===== config.mk =====
export PLATFORM = sky130hd
export DESIGN_NAME = bypass_fifo2
export DESIGN_NICKNAME = d
export VERILOG_FILES = /design/src/rtl/bsv_fifo_pkg.sv /design/src/rtl/bypass_fifo2.sv
export SDC_FILE = /design/constraint.sdc
export NUM_CORES = 1
export LEC_CHECK = 0
export CAP_MARGIN = 30
export CORE_AREA = 2 2 39 41
export DETAILED_ROUTE_END_ITERATION = 16
export DIE_AREA = 0 0 41 43
export PLACE_DENSITY = 0.45
export SLEW_MARGIN = 20
export SYNTH_ARGS = -nofsm -noshare
export SYNTH_HDL_FRONTEND = slang
export SYNTH_SLANG_ARGS = --single-unit

===== constraint.sdc =====
create_clock -name CLK -period 1.7 [get_ports CLK]
set_input_delay 0.255 -clock CLK [delete_from_list [all_inputs] [get_ports CLK]]
set_output_delay 0.255 -clock CLK [all_outputs]
set_load 0.02 [all_outputs]

===== src/rtl/bsv_fifo_pkg.sv =====
// Occupancy encodings for the BSV FIFO family. The sized and pipelined FIFOs reuse them.
package bsv_fifo_pkg;

    localparam int COUNT_W = 2;

    typedef enum logic [COUNT_W-1:0] {
        EMPTY = 2'd0,
        ONE   = 2'd1,
        TWO   = 2'd2
    } count_t;

    // The unreachable encoding 3 has bit 1 set, so it reads as TWO.
    function automatic logic count_is_full(input count_t c);
        return c[1];
    endfunction

endpackage


===== src/rtl/bypass_fifo2.sv =====
// Two-entry FIFO with a same-cycle bypass from D_IN to D_OUT when empty.
//
// state | meaning
// EMPTY | no stored word; D_OUT shows D_IN, ENQ&DEQ passes straight through
// ONE   | data0 holds the head
// TWO   | data0 head, data1 tail; no space
module bypass_fifo2
    import bsv_fifo_pkg::*;
#(
    parameter int width   = 1,
    parameter bit guarded = 1
) (
    input  logic             CLK,
    input  logic             RST,
    input  logic [width-1:0] D_IN,
    input  logic             ENQ,
    output logic             FULL_N,
    output logic [width-1:0] D_OUT,
    input  logic             DEQ,
    output logic             EMPTY_N,
    input  logic             CLR
);

    count_t           count;
    logic [width-1:0] data0;
    logic [width-1:0] data1;

    // FULL_N looks only at stored occupancy, never at DEQ, so ENQ/DEQ form no loop.
    assign FULL_N  = !count_is_full(count) && !RST;
    assign EMPTY_N = ((count != EMPTY) || ENQ) && !RST;
    assign D_OUT   = (count != EMPTY) ? data0 : D_IN;

    // Occupancy and storage update; CLR wins over strobes, illegal strobes are ignored.
    always_ff @(posedge CLK or posedge RST) begin
        if (RST) begin
            count <= EMPTY;
            data0 <= '0;
            data1 <= '0;
        end else if (CLR) begin
            count <= EMPTY;
        end else begin
            case (count)
                EMPTY: begin
                    if (ENQ && !DEQ) begin
                        count <= ONE;
                        data0 <= D_IN;
                    end
                end
                ONE: begin
                    if (ENQ && DEQ) begin
                        data0 <= D_IN;
                    end else if (ENQ) begin
                        count <= TWO;
                        data1 <= D_IN;
                    end else if (DEQ) begin
                        count <= EMPTY;
                    end
                end
                default: begin
                    // TWO (and the stray encoding 3): an ENQ here is dropped.
                    if (DEQ) begin
                        count <= ONE;
                        data0 <= data1;
                    end
                end
            endcase
        end
    end

`ifndef SYNTHESIS
    // Simulation-only report of strobes issued against a full or empty FIFO.
    always @(posedge CLK) begin
        if (guarded && !RST && !CLR) begin
            if (ENQ && count_is_full(count))
                $error("%m: ENQ while full, word dropped");
            if (DEQ && !ENQ && (count == EMPTY))
                $error("%m: DEQ while empty, ignored");
        end
    end
`endif

endmodule


==> metrics.md, run 1 <==
| Metric | Value |
|---|---|
| Period minus WS final | 1.63 ns |
| IO buf count | 8 |
| FF+latch count, synth | 4 |
| FF/Latch Area | 100 um^2 |
| Multiplexer share of the synthesized area | 16.9% |
| Slew of the pin with the lowest slew margin | 0.285 ns |
| Largest family of logic cells by synthesized area | simple AND/OR/NAND/NOR gates |
| Core area | 0.00138 mm^2 |
| Worst Path Buf+Inv | 1 |
| Final wirelength | 543 um |
| Fin crit share | 96.1% |
| Inserted Clock Buffers | 3 |
| Fillers | 153 |
| Worst flop-to-flop path startpoint | count[0] |
| Asr flop ratio synth | 100% |
| Seq/Total Area, Yosys | 37.6% |
| Mean post-synth cell area | 9.87 um^2 |
| Worst setup EP type | register |
| Simple-gate area share of the yosys netlist | 21.6% |
| Cells after synthesis | 27 |
| Synth Area in Adders | 0% |
| Slew headroom | 80.8% |
| Fin. max-slew vios | 0 |
| Number of enable flip-flop cells after synthesis | 0 |
| Main synth FF type | dfrtp_1 |
| Worst skew pair latency | 0.23 ns |
| Ys Warns | 0 |
| DR pass1 iterations | 4 |
| CP top delay family | buffers and inverters |
| CTS tree | yes |
| Total design power | 305 uW |
| Post-CTS setup buffers | 0 |
| Kind of critical path | in2reg |
| First-pass GRT wire length | 986 um |
| Mapped cell area | 267 um^2 |
| Crit path required time | 1.81 ns |
| GPL Wtd Cong | 0.719 |
| Final global-route overflow total | 0 |
| Clock skew | 0.00191 ns |
| HP Class | in2async |
| Clk sinks | 4 |
| DRC errors left | 0 |
| Setup crit start kind | primary input |
| Initial DRC count | 1 |
| Hold buffers post-CTS | 0 |
| Max layer used | met3 |
| Layout cells sized above 1 | 44.2% |
| Post-Syn Nets | 33 |
| CP startpoint | ENQ |
| Critical Path, Cell by Cell | clkdlybuf4s50_1 > or3b_4 > a221oi_2 > mux2_2 |
| Wire per inst | 9.20 um |
| Synth unique cells | 15 |
| H-tree levels | 1 |
| Area contributors post-synth | dfrtp_1, mux2_2, a221oi_2 |
| Met2 wire length | 254 um |
| DP Wirelength | 456 um |
| Vias per cell | 4.19 |
| Clock-pin transition on the worst setup and hold timing paths | 0.04 ns |
| Site Rows | 14 |
| Total of max-cap violations | 0 |
| Share of the synthesized area in the top cell type | 37.6% |
| Final #Nets | 51 |
| Die width | 41 um |
| Met1 wire length | 236 um |
| Max stage delay cell, worst path | clkdlybuf4s50_1 |
| Leak pwr | 0.191 nW |
| Die area | 0.00176 mm^2 |
| Footprint of the multi-input gates | 153 um^2 |
| Pwr/cell area | 726 mW/mm^2 |
| Clock tree buffer depth | 2 |
| Xor and xnor area share after synthesis | 0% |
| Clock root buffer | clkbuf_4 |
| Largest net degree at the start of global routing | 7 |
| Area Growth Syn to Fin | 57.7% |
| Vias post-DR | 247 |
| Status | completed |
| Met3 WL | 53 um |
| Number of global-route vias before repair | 256 |
| Commonest cells in the netlist | dfrtp_1, mux2_2, nor2_1 |
| Die Height | 43 um |
| Compound-gate portion of the synthesized area | 16.9% |
| CP Max Fanout | 2 |
| Initial antenna violation count | 0 |
| DRT antenna net count | 0 |
| Endpoints failing setup | 0 |
| CP max stage delay | 0.47 ns |
| Boundary Pins | 9 |
| Starting Density | 19.3% |
| Synth area leader | dfrtp_1 |
| Unrepaired setup endpoints after global routing | no |
| Fmax achieved | 0.612 GHz |
| Max VDD drop | 0.236 mV |
| GRT Overall Usage | 8.89% |
| Hold Vio Cnt, Final | 0 |
| Critical Path AT | 1.75 ns |
| # diodes | 0 |
| Fin util | 30.4% |
[worst register-to-register path, stage by stage (launching register included)]
cell	delay [ns]
dfrtp_1	0.41
or3b_4	0.40
a221oi_2	0.27
mux2_2	0.35
[registers in the layout (all words and copies together), names as in the netlist]
signal	count
data1	1
count	2
data0	1
[where the power goes]
group | switching (mW) | internal [mW] | leakage, nW
logic | 0.0310 | 0.0444 | 0.125
clock network | 0.0353 | 0.0787 | 0.0138
registers | 0.00751 | 0.108 | 0.0519
[worst paths after layout]
kind	slack (ns)	depth (start not counted)	endpoint
worst min-delay path	0.28	2	data1
max in group asynchronous	1.27	2	count[1]
min in group CLK	0.51	1	data1
worst max register to register	0.14	3	data0
worst min register to register	0.51	1	data1
worst max-delay path	0.07	4	data0
[placed cells by master (no fill, tap or decap)]
master           instances
nand2b_1                 1
dfrtp_1                  4
mux2_2                   4
a221oi_2                 1
a21oi_1                  2
and2b_2                  1
nor3_1                   1
inv_1                    2
o21ba_2                  1
clkbuf_4                 3
nand2_1                  1
nor4_1                   1
clkbuf_2                 1
buf_4                    6
dlygate4sd2_1            2
o21ai_0                  2
or3b_4                   1
nor2_1                   3
clkdlybuf4s50_1          5
nor3_2                   1
[routing by layer]
layer / global-route usage, % / vias up
met3: 4.71 / 0
met5: 0 / -
li1: - / 128
met1: 9.18 / 110
met4: 8.00 / 0
met2: 12.2 / 9
[logic make-up (layout without fill, tap and decap cells)]
group / Yosys count / count (layout)
muxes: 4 / 4
AOI/OAI and AO/OA: 6 / 6
and+or+nand+nor: 10 / 10
buffers and inverters: 3 / 19
DFF: 4 / 4
[final cells by class]
class	count	share of cell area (%)
Clock buffer	3	5.36
Timing Repair Buffer	14	28.0
Multi-Input combinational cell	20	36.3
Tap cell	16	4.76
Sequential cell	4	23.8
Inverter	2	1.79
[metrics by stage]
stage / setup TNS, ns / area [um^2] / hold WS, ns / setup WS [ns] / std cells
2_1_floorplan: 0 / 267 / 0.0211 / 0.0986 / 27
3_3_place_gp: -0.337 / 400 / 0.491 / -0.190 / 56
3_5_place_dp: -0.339 / 400 / 0.506 / -0.171 / 56
4_1_cts: 0 / 420 / 0.283 / 0.0272 / 59
5_1_grt: 0 / 420 / 0.293 / 0.0136 / 59
6_report: 0 / 420 / 0.280 / 0.0669 / 59
[timing repair]
item	4_1_cts	5_1_grt
setup endpoints to repair	3	2
hold endpoints to repair	0	0
resized for setup	4	2
No activity file was read; power rests on OpenSTA's default activity.
==> inputs of run 2 (changes only) <==
--- a/config.mk
+++ b/config.mk
@@ -5,6 +5,7 @@
 export SDC_FILE = /design/constraint.sdc
 export NUM_CORES = 1
 export LEC_CHECK = 0
+export ABC_CLOCK_PERIOD_IN_PS = 1700
 export CAP_MARGIN = 30
 export CORE_AREA = 2 2 39 41
 export DETAILED_ROUTE_END_ITERATION = 16
==> results of run 2 <==
Same layout as run 1: the final DEF is identical, and so are final timing and power.
